[config.mk]
export PLATFORM = sky130hd
export DESIGN_NAME = bullet_controller
export DESIGN_NICKNAME = d
export VERILOG_FILES = /design/src/rtl/bullet_controller.sv
export SDC_FILE = /design/constraint.sdc
export NUM_CORES = 1
export LEC_CHECK = 0
export CORE_UTILIZATION = 35
export DETAILED_ROUTE_END_ITERATION = 8
export GPL_TIMING_DRIVEN = 0
export PLACE_DENSITY = 0.57
export RECOVER_POWER = 25
export SYNTH_ARGS = -nofsm -noshare
export SYNTH_HDL_FRONTEND = slang
export SYNTH_SLANG_ARGS = --single-unit
[constraint.sdc]
create_clock -name clk -period 2.6 [get_ports clk]
set_input_delay 0.26 -clock clk [delete_from_list [all_inputs] [get_ports clk]]
set_output_delay 0.26 -clock clk [all_outputs]
set_load 0.03 [all_outputs]
[src/rtl/bullet_controller.sv]
// Player bullet: fires on a button edge, climbs on a divided tick,
// ends on collision or at the screen top, then cools down.
module bullet_controller #(
  parameter int BULLET_W    = 2,
  parameter int BULLET_H    = 8,
  parameter int STEP        = 4,
  parameter int TICK_DIV    = 250000,
  parameter int COOL_CYCLES = 8,
  parameter int SCREEN_TOP  = 0
) (
  input  logic        clk,
  input  logic        rst_n,
  input  logic        fire,
  input  logic [10:0] ship_x,
  input  logic [10:0] ship_topy,
  input  logic        collide,
  output logic [43:0] bullet,
  output logic        active,
  output logic        hit,
  output logic        miss
);

  localparam int TW = (TICK_DIV > 2) ? $clog2(TICK_DIV) : 1;
  localparam int CW = (COOL_CYCLES > 2) ? $clog2(COOL_CYCLES) : 1;

  localparam logic [TW-1:0] TICK_MAX = TW'(TICK_DIV - 1);
  localparam logic [CW-1:0] COOL_MAX = CW'(COOL_CYCLES - 1);
  localparam logic [10:0]   PARK     = 11'h7FF;
  localparam logic [10:0]   H        = 11'(BULLET_H);
  localparam logic [10:0]   W_M1     = 11'(BULLET_W - 1);
  localparam logic [10:0]   STP      = 11'(STEP);
  localparam logic [11:0]   MISS_LIM = 12'(SCREEN_TOP + STEP);

  typedef enum logic [1:0] {
    IDLE,
    FLY,
    COOLDOWN
  } state_t;

  state_t        state;
  logic [TW-1:0] tick_cnt;
  logic [CW-1:0] cool_cnt;
  logic          fire_q;
  logic [10:0]   left;
  logic [10:0]   right;
  logic [10:0]   top;
  logic [10:0]   bottom;

  logic tick;
  logic fire_edge;
  logic spawn;
  logic at_top;

  assign tick      = (tick_cnt == TICK_MAX);
  assign fire_edge = fire & ~fire_q;
  assign spawn     = (state == IDLE) & fire_edge & (ship_topy >= H);
  assign at_top    = ({1'b0, top} < MISS_LIM);
  assign bullet    = {bottom, top, right, left};

  always_ff @(posedge clk) begin
    if (!rst_n) begin
      state    <= IDLE;
      tick_cnt <= '0;
      cool_cnt <= '0;
      fire_q   <= 1'b1;
      left     <= PARK;
      right    <= PARK;
      top      <= PARK;
      bottom   <= PARK;
      active   <= 1'b0;
      hit      <= 1'b0;
      miss     <= 1'b0;
    end else begin
      fire_q <= fire;
      hit    <= 1'b0;
      miss   <= 1'b0;

      if (spawn || tick)
        tick_cnt <= '0;
      else
        tick_cnt <= tick_cnt + 1'b1;

      unique case (state)
        IDLE: begin
          if (spawn) begin
            left   <= ship_x;
            right  <= ship_x + W_M1;
            bottom <= ship_topy - 11'd1;
            top    <= ship_topy - H;
            active <= 1'b1;
            state  <= FLY;
          end
        end
        FLY: begin
          // collision wins over a same-cycle tick: no step is applied
          if (collide || (tick && at_top)) begin
            left     <= PARK;
            right    <= PARK;
            top      <= PARK;
            bottom   <= PARK;
            active   <= 1'b0;
            hit      <= collide;
            miss     <= ~collide;
            cool_cnt <= COOL_MAX;
            state    <= COOLDOWN;
          end else if (tick) begin
            top    <= top - STP;
            bottom <= bottom - STP;
          end
        end
        COOLDOWN: begin
          if (cool_cnt == '0)
            state <= IDLE;
          else
            cool_cnt <= cool_cnt - 1'b1;
        end
        default: state <= IDLE;
      endcase
    end
  end

endmodule

# Word-level counts from Yosys, hierarchy flattened

Cells that the tools add are included.

Flip-flop bits (word level): 71
Output and inout port bits: 47
Logic and storage cells: 70
Input bits: 26

Eq/ne operators: 8
Bitwise logic cells: 6
$add $sub $neg: 7
Order comparisons: 2
Reduce and logical (&&, ||, !) cells: 13
Multiplexer cells: 23

Operators with widths:

| operator                                                                       | count |
|---|---|
| 11-bit two-way mux                                                             | 9 |
| 11-bit case mux with 2 select lines                                            | 4 |
| 11-bit by 3-bit subtractor with 11-bit output (second input constant)          | 2 |
| 18-bit by 1-bit adder with 18-bit output (second input constant)               | 1 |
| 18-bit == test (second input constant)                                         | 1 |
| 3-bit AND reduction                                                            | 5 |
| 11-bit by 1-bit adder with 11-bit output (second input constant)               | 1 |
| 11-bit by 4-bit >= comparator with 1-bit output (second input constant)        | 1 |
| 11-bit by 3-bit less-than comparator with 1-bit output (second input constant) | 1 |
| 11-bit by 1-bit subtractor with 11-bit output (second input constant)          | 1 |
| 11-bit by 4-bit subtractor with 11-bit output (second input constant)          | 1 |
| 2-bit inequality test (second input constant)                                  | 4 |
| 2-bit two-way mux                                                              | 3 |
| 3-bit two-way mux                                                              | 2 |
| 2-bit case mux with 3 select lines                                             | 1 |
| 3-bit case mux with 2 select lines                                             | 1 |
| 2-bit nonzero test                                                             | 2 |
| 1-bit bitwise AND                                                              | 3 |
| 3-bit logical NOT                                                              | 1 |
| 3-bit inequality test (second input constant)                                  | 1 |
| 1-bit inverter                                                                 | 3 |
| 3-bit by 1-bit subtractor with 3-bit output (second input constant)            | 1 |
| 2-bit by 1-bit == test with 1-bit output (second input constant)               | 1 |
| 2-bit == test (second input constant)                                          | 1 |
| 6 further kinds                                                                | 8 |

# Logic depth before layout (Yosys ltp)

Gate-level depths: netlist (run 1).

Depth in word-level cells: 6
Gate-level depth with buffers: 9
Mapped depth without buffers: 8

# Worst setup path before layout (run 1)

Ideal clock, no wire load.

Path type: flip-flop to flip-flop
Start point: register top[7]
End point: register top[3]
Arrival time: 2131 ps
Required time: 2521 ps
Setup time: 79 ps
Slack: 390 ps
Stages on the path, launching flop included: 7
Path buffers: 1
Clock period less this slack: 2210 ps
Cells stage by stage: dfxtp_1 > or4_1 > nor4_2 > a31oi_1 > buf_2 > a221o_1 > o211ai_1

Word-level cells in the longest chain between the ends: 5
Elaborated cells on any way between the ends: 7
Those cells by class: order compare (1); eq/ne (1); mux (2); reduce/logical (3)

RTL lines:

| element                                                                                     | RTL line | RTL |
|---|---|---|
| from (decl)                                                                                 | 46       | `logic [10:0] top;` |
| from (signal assigned)                                                                      | 89       | `top <= ship_topy - H;` |
| from (signal assigned)                                                                      | 107      | `top <= top - STP;` |
| 11-bit by 3-bit less-than comparator with 1-bit output *                                    | 57       | `assign at_top = ({1'b0, top} < MISS_LIM);` |
| 1-bit logical AND *                                                                         | 96       | `if (collide \|\| (tick && at_top)) begin` |
| 1-bit logical OR *                                                                          | 96       |  |
| 3-bit inequality test (no source line) or 11-bit two-way mux (tied branches)                | --       |  |
| 3-bit AND reduction (no source line) or 11-bit case mux with 2 select lines (tied branches) | --       |  |

Mark *: on every way between the ends. The rest lies on a longest branch, timed or not.
A chain may end at the register's enable or synchronous reset.

# Worst setup path in the final report (run 1)

Start point: register tick_cnt[6]
End point: register bottom[7]

Word-level cells in the longest chain between the ends: 5
Elaborated cells on any way between the ends: 7
Those cells by class: eq/ne (2); mux (2); reduce/logical (3)

RTL lines:

| element                                                                                     | RTL line | RTL |
|---|---|---|
| from (decl)                                                                                 | 41       | `logic [TW-1:0] tick_cnt;` |
| from (signal assigned)                                                                      | 81       | `tick_cnt <= tick_cnt + 1'b1;` |
| 18-bit == test *                                                                            | 54       | `assign tick = (tick_cnt == TICK_MAX);` |
| 1-bit logical AND                                                                           | 96       |  |
| 1-bit logical OR                                                                            | 96       |  |
| 3-bit inequality test (no source line) or 11-bit two-way mux (tied branches)                | --       |  |
| 3-bit AND reduction (no source line) or 11-bit case mux with 2 select lines (tied branches) | --       |  |
| to (signal assigned)                                                                        | 88       | `bottom <= ship_topy - 11'd1;` |
| to (signal assigned)                                                                        | 108      | `bottom <= bottom - STP;` |
| to (decl)                                                                                   | 47       | `logic [10:0] bottom;` |

Marked as above.

==> out/qor.csv, run 1 <==
metric,value,unit
number of global-route vias before repair,3113,
starting DRC count in detailed routing,104,
placement row count,36,
worst hold margin,0.226,ns
cell area after synthesis,0.00360,sq mm
post-layout net count,528,
width of the chip,103,um
critical path launch point type,flop,
Least-Margin Pin Slew,0.853,ns
maximum clock skew at final layout,0.00985,ns
DP Cell Count,614,
share of post-route cells with drive strength above 1,0.117,
Internal Dissipation,0.00193,W
initial core utilization,0.365,
number of routed nets with antenna violations,0,
leakage power,1.67,nW
leading cell type by number of instances after synthesis,dfxtp_1,
Routed WL per cell,15.1,um
Core Region,0.00986,sq mm
number of buffers inserted during clock tree synthesis,9,
ranking of synthesized cells by instance count,"dfxtp_1, nor2_1, nand2_1",
DIE AREA,0.0107,sq mm
portion of total power attributed to combinational logic,0.144,
total net switching power,0.000700,W
final routed wirelength across all metal layers,9530,um
global-route wire length before repair,15300,um
switching part of the total,0.266,
period utilization,0.954,
Final Hold Violating Endpoints,0,
overall global routing resource usage,0.187,
final weighted congestion of routability-driven global placement,0.890,
overall overflow remaining after global route,0,
port bufs,70,
largest net degree at the start of global routing,14,
most area-consuming cells after synthesis,"dfxtp_1, xor2_1, o22a_2",
Yosys top cell area share,0.395,
Finish-stage setup viols,0,
clock group share of total power,0.414,
peak supply drop,0.000217,V
vias per cell,5.17,
run status,finished clean,
type of the worst min-delay path,in -> reg,
ys async rst share,0,
share of power burned in registers,0.442,
synthesis warning total,0,
Non-Filler Instances,630,
clock-pin transition on the worst setup and hold timing paths,0.08,ns
Power Dens Cells,554,mW/mm^2
TritonCTS clock tree,done,
data arrival time at the worst-slack endpoint,2.77,ns
maximum clock frequency,403,MHz
Chip Height,103,um
RR Startpoint,tick_cnt[6]$_SDFF_PP0_,
number of remaining DRC errors,0,
final period demand of the worst path,2.48,ns
Layout area overhead,31.7,%
endpoint required time on the critical path,2.89,ns
"Worst Path Class, Setup",reg -> reg,
setup fix buffers added after clock tree synthesis,0,
insertion delay to the later sink of the worst-skew pair,0.35,ns
biggest fanout along the worst timing path,10,
post-synthesis instance total,411,
"EDFF count, synth",0,
max-cap violations,0,
buffer levels on the longest clock path,2,
sequential fraction of the synthesis area,0.395,
number of antenna repair diodes,0,
cell type with the largest total area after synthesis,dfxtp_1,
Final HPWL DP,7020,um
launching element of the worst setup path,tick_cnt[6]$_SDFF_PP0_,
total iterations of the first detailed-routing run,4,
number of buffers inserted for hold repair after clock tree synthesis,0,
count of cell types in the netlist,56,
Final Util,0.481,
number of antenna violations at the first check in global routing,0,
register bit count reported by yosys,71,
clock root cell,clkbuf_8,
total clock sinks,71,
hold_sp,collide,
primary flip-flop cell chosen by synthesis mapping,dfxtp_1,
Syn Area/Cell,8.76,sq um
nature of the critical path endpoint,flop,
number of nets produced by synthesis,447,
total power after layout,0.00263,W
Clock H-tree levels,3,
tightest slew margin relative to the limit,0.430,
Top Ports,73,
Vias,3258,
final slew viol count,0,
-- cells by family (layout without fill, tap and decap cells) --
family | after synthesis | in the layout | synth area share
simple gates | 164 | 164 | 0.239
compound gates | 95 | 95 | 0.196
flops | 71 | 71 | 0.395
xor+xnor | 40 | 40 | 0.0973
buf+inv | 31 | 117 | 0.0386
fa+ha+maj | 10 | 10 | 0.0347
-- metrics by stage --
stage	instance area (sq um)	TNS, ns	worst slack (ns)
after CTS	4720	0	0.0179
after global routing	4750	-0.00490	-0.00490
final	4750	0	0.120
after floorplan	3600	0	0.390
after detailed placement	4470	-12.37	-0.363
after global placement	4470	-12.19	-0.372
-- power by group through the flow --
stage / clock [W] / sequential, W / combinational (W)
finish: 0.00109 / 0.00116 / 0.000379
global route: 0.00116 / 0.00117 / 0.000411
global placement: 0 / 0.00119 / 0.000380
detailed placement: 0 / 0.00119 / 0.000382
CTS: 0.00112 / 0.00116 / 0.000384
floorplan: 0 / 0.00124 / 0.000157
-- sequential cells by signal (all words and copies together), names as in the netlist, 2 cells and up --
signal    flops
left         11
right        11
bottom       11
tick_cnt     18
state         2
cool_cnt      3
top          11
-- timing repair --
| action | in CTS | in global routing |
|---|---|---|
| setup endpoints to repair | 2 | 37 |
| endpoints found under the hold margin | 0 | 0 |
| gates resized for setup | 1 | 4 |
| cloned | 0 | 0 |
-- placed cells by master, fill, tap and decap left out, types with 6 or more instances in the layout --
cell type	Yosys	final
nand3_1	15	15
o22a_2	19	19
nor2_1	45	45
a32oi_1	10	10
a21oi_1	19	19
nor2b_1	8	8
nor3b_1	6	6
clkbuf_8	0	9
nor3_1	9	9
nand2_1	36	36
o21ai_1	7	6
clkbuf_1	9	9
dlygate4sd3_1	0	28
buf_2	6	6
o21ai_0	9	9
or3_1	6	6
inv_1	14	14
and3_1	8	8
xnor2_1	15	15
ha_1	10	10
nand2b_1	7	7
xor2_1	25	25
clkdlybuf4s50_1	0	42
dfxtp_1	71	71
-- layer usage --
metal / track usage / wire, um / share of wire
met5: 0 / 0 / 0
met3: 0.0517 / 601 / 0.063
met4: 0.0834 / 184 / 0.019
met1: 0.233 / 4460 / 0.47
met2: 0.301 / 4280 / 0.45
-- final cells by class --
class / count / area [sq um]
clock inverter: 7 / 120
sequential: 71 / 1420
clock buffer: 9 / 124
buffer: 17 / 86.3
fill: 975 / 5120
inverter: 14 / 52.6
multi-input combinational: 309 / 2070
tap: 133 / 166
timing repair buffer: 70 / 701
-- final timing paths --
| check | slack (ns) | end | cells past startpoint |
|---|---|---|---|
| max | 0.12 | bottom[7]$_SDFFE_PN1P_ | 7 |
| min | 0.23 | miss$_SDFF_PN0_ | 2 |
| max reg2reg | 0.12 | bottom[7]$_SDFFE_PN1P_ | 7 |
| min reg2reg | 0.44 | tick_cnt[0]$_SDFF_PP0_ | 1 |
-- worst max-delay path, stage by stage, from the launching register on --
cell and delay, ns:
dfxtp_1 0.36, or4b_4 0.54, or4_4 0.53, nor2_2 0.17, o21a_1 0.27, buf_2 0.32
a21oi_1 0.10, o21ai_1 0.13
(Power assumes the default switching activity.)
==> run 2: changes to the inputs <==
CORE_ASPECT_RATIO = 0.7   (was not set)
==> out/qor.csv, run 2 (synthesis gave the netlist of run 1 again) <==
metric,value,unit,change
run status,finished clean,,
total iterations of the first detailed-routing run,5,,+1
clock-pin transition on the worst setup and hold timing paths,0.06,ns,-0.02 ns
max-cap violations,0,,unchanged
data arrival time at the worst-slack endpoint,2.70,ns,-0.07 ns
fill cell total of the finished layout,938,,-3.8%
Clock H-tree levels,3,,unchanged
Least-Margin Pin Slew,0.823,ns,-0.0295 ns
tightest slew margin relative to the limit,0.450,,+0.0197
critical path launch point type,flop,,
overall global routing resource usage,0.198,,+0.0111
biggest fanout along the worst timing path,10,,unchanged
category of cells accounting for the largest share of critical-path delay,simple AND/OR/NAND/NOR gates,,
TritonCTS clock tree,done,,
Routed WL per cell,16.0,um,+5.9%
delay of the slowest critical-path stage,0.54,ns,about the same
number of routed nets with antenna violations,0,,unchanged
starting DRC count in detailed routing,247,,+140%
initial core utilization,0.366,,+0.00112
Chip Height,86.9,um,-16%
number of buffer and inverter instances along the worst setup path,1,,unchanged
clock root cell,clkbuf_16,,
period utilization,0.937,,-0.0164
insertion delay to the later sink of the worst-skew pair,0.34,ns,about the same
"Worst Path Class, Setup",reg -> reg,,
number of buffers inserted for hold repair after clock tree synthesis,0,,unchanged
cell at the slowest stage of the critical path,or4b_4,,
leakage power,1.73,nW,+3.2%
Final Util,0.495,,+0.0136
maximum clock frequency,410,MHz,+1.8%
final period demand of the worst path,2.44,ns,-0.0428 ns
placement row count,30,,-17%
post-layout net count,529,,+0.19%
nature of the critical path endpoint,flop,,
number of antenna repair diodes,0,,unchanged
unrepaired setup endpoints after global routing,false,,
maximum clock skew at final layout,0.00368,ns,-0.00617 ns
peak supply drop,0.000298,V,+37%
most used cells in the layout excluding fill and tap cells,"dfxtp_1, nor2_1, clkdlybuf4s50_1",,
final weighted congestion of routability-driven global placement,0.864,,-2.9%
endpoint required time on the critical path,2.86,ns,-0.03 ns
total clock sinks,71,,unchanged
worst hold margin,0.264,ns,+0.0380 ns
final routed wirelength across all metal layers,10000,um,+5.3%
critical path cell sequence,"or4b_4, or4_4, nor2_2, o21a_1, buf_2, a21oi_1, o21ai_1",,
DP Cell Count,609,,-0.81%
max FFs per register,18,,unchanged
Final HPWL DP,7410,um,+5.4%
Final Hold Violating Endpoints,0,,unchanged
Vias,3368,,+3.4%
buffer levels on the longest clock path,2,,unchanged
Power Dens Cells,614,mW/mm^2,+11%
most common library cell in the layout ignoring fill and taps,dfxtp_1,,
number of antenna violations at the first check in global routing,0,,unchanged
number of global-route vias before repair,3123,,+0.32%
share of post-route cells with drive strength above 1,0.120,,+0.00378
largest net degree at the start of global routing,13,,-1
Core Region,0.00983,sq mm,-0.30%
final slew viol count,0,,unchanged
port bufs,70,,unchanged
"Most flops, register",tick_cnt,,
final sum of negative setup slack,0,ns,unchanged
DIE AREA,0.0107,sq mm,about the same
number of buffers inserted during clock tree synthesis,9,,unchanged
Non-Filler Instances,626,,-0.63%
width of the chip,123,um,+19%
type of the worst min-delay path,in -> reg,,
vias per cell,5.38,,+4.0%
number of remaining DRC errors,0,,unchanged
Finish-stage setup viols,0,,unchanged
Top Ports,73,,unchanged
overall overflow remaining after global route,0,,unchanged
global-route wire length before repair,16200,um,+5.8%
Layout area overhead,35.0,%,
## run 2: path summary, 6_finish.rpt
path	from	cells after the start	slack, ns	endpoint
max	tick_cnt[6]$_SDFF_PP0_	7	0.16	bottom[9]$_SDFFE_PN1P_
min	collide	2	0.26	miss$_SDFF_PN0_
max reg2reg	tick_cnt[6]$_SDFF_PP0_	7	0.16	bottom[9]$_SDFFE_PN1P_
min reg2reg	tick_cnt[0]$_SDFF_PP0_	1	0.45	tick_cnt[0]$_SDFF_PP0_
## run 2: final cells by class
| class | count | area [sq um] | area share |
|---|---|---|---|
| Multi-Input combinational cell | 309 | 2090 | 0.429 |
| Sequential cell | 71 | 1420 | 0.292 |
| Timing Repair Buffer | 71 | 708 | 0.146 |
| Clock buffer | 11 | 243 | 0.0499 |
| Tap cell | 128 | 160 | 0.0329 |
| Clock inverter | 5 | 105 | 0.0216 |
| Buffer | 17 | 88.8 | 0.0183 |
| Inverter | 14 | 52.6 | 0.0108 |
## run 2: routing by layer
layer  GRT usage  vias to the layer above  share of wire
met3      0.0635                        7          0.082
met1       0.288                     1582           0.49
met5           0                        -              0
met4      0.0340                        0         0.0063
met2       0.286                      130           0.42
li1            -                     1649              -
## run 2: power by group
part / leakage [nW] / switching [W] / internal [W] / total [W]
clock: 0.162 / 0.000473 / 0.000963 / 0.00144
sequential: 0.579 / 0.0000373 / 0.00113 / 0.00117
combinational: 0.985 / 0.000221 / 0.000164 / 0.000385
## run 2: metrics by stage
| step | worst slack (ns) | area [sq um] | power (W) |
|---|---|---|---|
| after floorplan | 0.390 | 3600 | 0.00140 |
| after global placement | -0.360 | 4460 | 0.00157 |
| after detailed placement | -0.333 | 4460 | 0.00157 |
| after CTS | 0.0144 | 4810 | 0.00301 |
| after global routing | 0.0218 | 4860 | 0.00310 |
| final | 0.163 | 4860 | 0.00299 |
## run 2: repair_timing
action | 4_1_cts | 5_1_grt
endpoints found under the setup margin | 0 | 39
resized for setup | 0 | 9
buffers inserted | 0 | 1
==> run 3: changes to the inputs <==
--- a/config.mk
+++ b/config.mk
@@ -7,9 +7,10 @@
 export LEC_CHECK = 0
 export CORE_ASPECT_RATIO = 0.7
-export CORE_UTILIZATION = 35
+export CORE_UTILIZATION = 52
 export DETAILED_ROUTE_END_ITERATION = 8
 export GPL_TIMING_DRIVEN = 0
-export PLACE_DENSITY = 0.57
+export PLACE_DENSITY = 0.8
 export RECOVER_POWER = 25
+export SKIP_LAST_GASP = 1
 export SYNTH_ARGS = -nofsm -noshare
 export SYNTH_HDL_FRONTEND = slang
==> constraint.sdc (replaced) <==
create_clock -name clk -period 2.6 [get_ports clk]
set_input_delay 0.26 -clock clk [delete_from_list [all_inputs] [get_ports clk]]
set_output_delay 0.26 -clock clk [all_outputs]
set_load 0.05 [all_outputs]
==> out/qor.csv, run 3 (synthesis gave the netlist of run 1 again) <==
metric,value,unit,change
delay of the slowest critical-path stage,0.62,ns,+0.08 ns
Finish-stage setup viols,0,,unchanged
number of routed nets with antenna violations,0,,unchanged
total net switching power,0.000729,W,-0.35%
overall global routing resource usage,0.289,,+0.0904
number of antenna violations at the first check in global routing,0,,unchanged
most common library cell in the layout ignoring fill and taps,dfxtp_1,,
largest net degree at the start of global routing,13,,unchanged
number of buffer and inverter instances along the worst setup path,3,,+2
starting DRC count in detailed routing,253,,+2.4%
number of global-route vias before repair,3144,,+0.67%
final weighted congestion of routability-driven global placement,0.941,,+8.9%
Final HPWL DP,7410,um,about the same
maximum clock frequency,394,MHz,-3.9%
nature of the critical path endpoint,flop,,
run status,finished clean,,
biggest fanout along the worst timing path,10,,unchanged
post-route setup slack,0.0646,ns,-0.0984 ns
maximum clock skew at final layout,0.00728,ns,+0.00360 ns
cell at the slowest stage of the critical path,clkdlybuf4s50_1,,
clock root cell,clkbuf_8,,
Power Dens Cells,532,mW/mm^2,-13%
Layout area overhead,29.4,%,
share of post-route cells with drive strength above 1,0.122,,+0.00176
global-route wire length before repair,15900,um,-1.7%
leakage power,1.67,nW,-3.4%
Top Ports,73,,unchanged
share of power burned in registers,0.469,,+0.079
Chip Height,71.6,um,-18%
setup slack after placement,-0.326,ns,+0.00772 ns
peak supply drop,0.000363,V,+22%
most used cells in the layout excluding fill and tap cells,"dfxtp_1, nor2_1, clkdlybuf4s50_1",,
"Top cell by count, worst path",o21ai_2,,
Clock H-tree levels,3,,unchanged
buffer levels on the longest clock path,2,,unchanged
"Most flops, register",tick_cnt,,
"Worst Path Class, Setup",in -> reg,,
switching part of the total,0.294,,+0.0490
number of antenna repair diodes,0,,unchanged
period utilization,0.975,,+0.0378
final period demand of the worst path,2.54,ns,+0.0984 ns
tightest slew margin relative to the limit,0.393,,-0.0573
category of cells accounting for the largest share of critical-path delay,buffers and inverters,,
overall overflow remaining after global route,0,,unchanged
type of the worst min-delay path,in -> reg,,
port bufs,70,,unchanged
width of the chip,101,um,-18%
TritonCTS clock tree,done,,
max-cap violations,0,,unchanged
number of remaining DRC errors,0,,unchanged
post-layout net count,530,,+0.19%
Routed WL per cell,16.9,um,+5.5%
total iterations of the first detailed-routing run,5,,unchanged
placed inst area,0.00442,sq mm,-1.0%
DIE AREA,0.00727,sq mm,-32%
Final Hold Violating Endpoints,0,,unchanged
endpoint required time on the critical path,2.82,ns,-0.04 ns
portion of total power attributed to combinational logic,0.175,,+0.046
post-route cell area,0.00466,sq mm,-4.2%
final sum of negative setup slack,0,ns,unchanged
total clock sinks,71,,unchanged
Least-Margin Pin Slew,0.909,ns,+0.0857 ns
final routed wirelength across all metal layers,9970,um,-0.59%
final slew viol count,0,,unchanged
clock-pin transition on the worst setup and hold timing paths,0.08,ns,+0.02 ns
vias per cell,5.76,,+7.1%
critical path cell sequence,"clkdlybuf4s50_1, inv_1, ha_1, nor3b_1, o211a_1, o21ai_2, o21ai_2, buf_2, o221ai_1, nand2_1",,
unrepaired setup endpoints after global routing,true,,
clock group share of total power,0.356,,-0.125
insertion delay to the later sink of the worst-skew pair,0.35,ns,about the same
Vias,3401,,+0.98%
number of buffers inserted during clock tree synthesis,9,,unchanged
data arrival time at the worst-slack endpoint,2.75,ns,+0.05 ns
max FFs per register,18,,unchanged
critical path launch point type,primary input,,
Core Region,0.00646,sq mm,-34%
placement row count,24,,-20%
Internal Dissipation,0.00175,W,-22%
fill cell total of the finished layout,498,,-47%
initial core utilization,0.558,,+0.192
==> run 3: cell count changes in the layout (fill, tap and decap cells not counted), sizes merged <==
cell	change
clkbuf	-1
bufinv	-2
clkdlybuf4s50	+1
clkinv	+3
buf	+1
dlygate4sd3	-1
==> run 3: metrics by stage <==
step,cells,util,hold slack (ns),total power (W)
after global routing,590,0.722,0.249,0.00257
after detailed placement,572,0.684,0.457,0.00162
after floorplan,411,-,0.361,0.00145
after global placement,572,0.684,0.426,0.00161
after CTS,588,0.715,0.235,0.00249
final,590,0.722,0.252,0.00248
==> run 3: power groups by stage <==
stage | registers (W) | clock network [W] | logic (W)
4_1_cts | 0.00116 | 0.000892 | 0.000433
6_report | 0.00116 | 0.000883 | 0.000434
2_1_floorplan | 0.00129 | 0 | 0.000157
5_1_grt | 0.00117 | 0.000936 | 0.000461
3_3_place_gp | 0.00119 | 0 | 0.000424
3_5_place_dp | 0.00119 | 0 | 0.000430
==> run 3: repair_timing <==
item	4_1_cts	5_1_grt
hold buffers	0	0
gates resized for setup	0	5
setup buffers	0	2
setup endpoints to repair	0	39
==> run 3: final timing paths <==
kind | startpoint | end | slack [ns] | cells past startpoint
hold / removal | collide | miss$_SDFF_PN0_ | 0.25 | 2
setup / recovery | ship_topy[3] | top[8]$_SDFFE_PN1P_ | 0.06 | 10
hold reg to reg | tick_cnt[0]$_SDFF_PP0_ | tick_cnt[0]$_SDFF_PP0_ | 0.47 | 1
setup reg to reg | state[0]$_SDFFE_PN0P_ | top[6]$_SDFFE_PN1P_ | 0.16 | 8
==> run 3: cell type report <==
class                           count  area, sq um  area share
Buffer                             17         86.3      0.0185
Clock buffer                       10          138      0.0295
Clock inverter                      6         60.1      0.0129
Inverter                           14         52.6      0.0113
Multi-Input combinational cell    309         2070       0.445
Sequential cell                    71         1420       0.305
Tap cell                           91          114      0.0244
Timing Repair Buffer               72          716       0.154
==> run 3: routing by layer <==
layer  vias to the layer above  wire length [um]  track usage
met4                         0               131       0.0902
met5                         -                 0            0
met1                      1592              4730        0.409
met2                       149              4280        0.411
met3                        12               834       0.0985
li1                       1648                 -            -
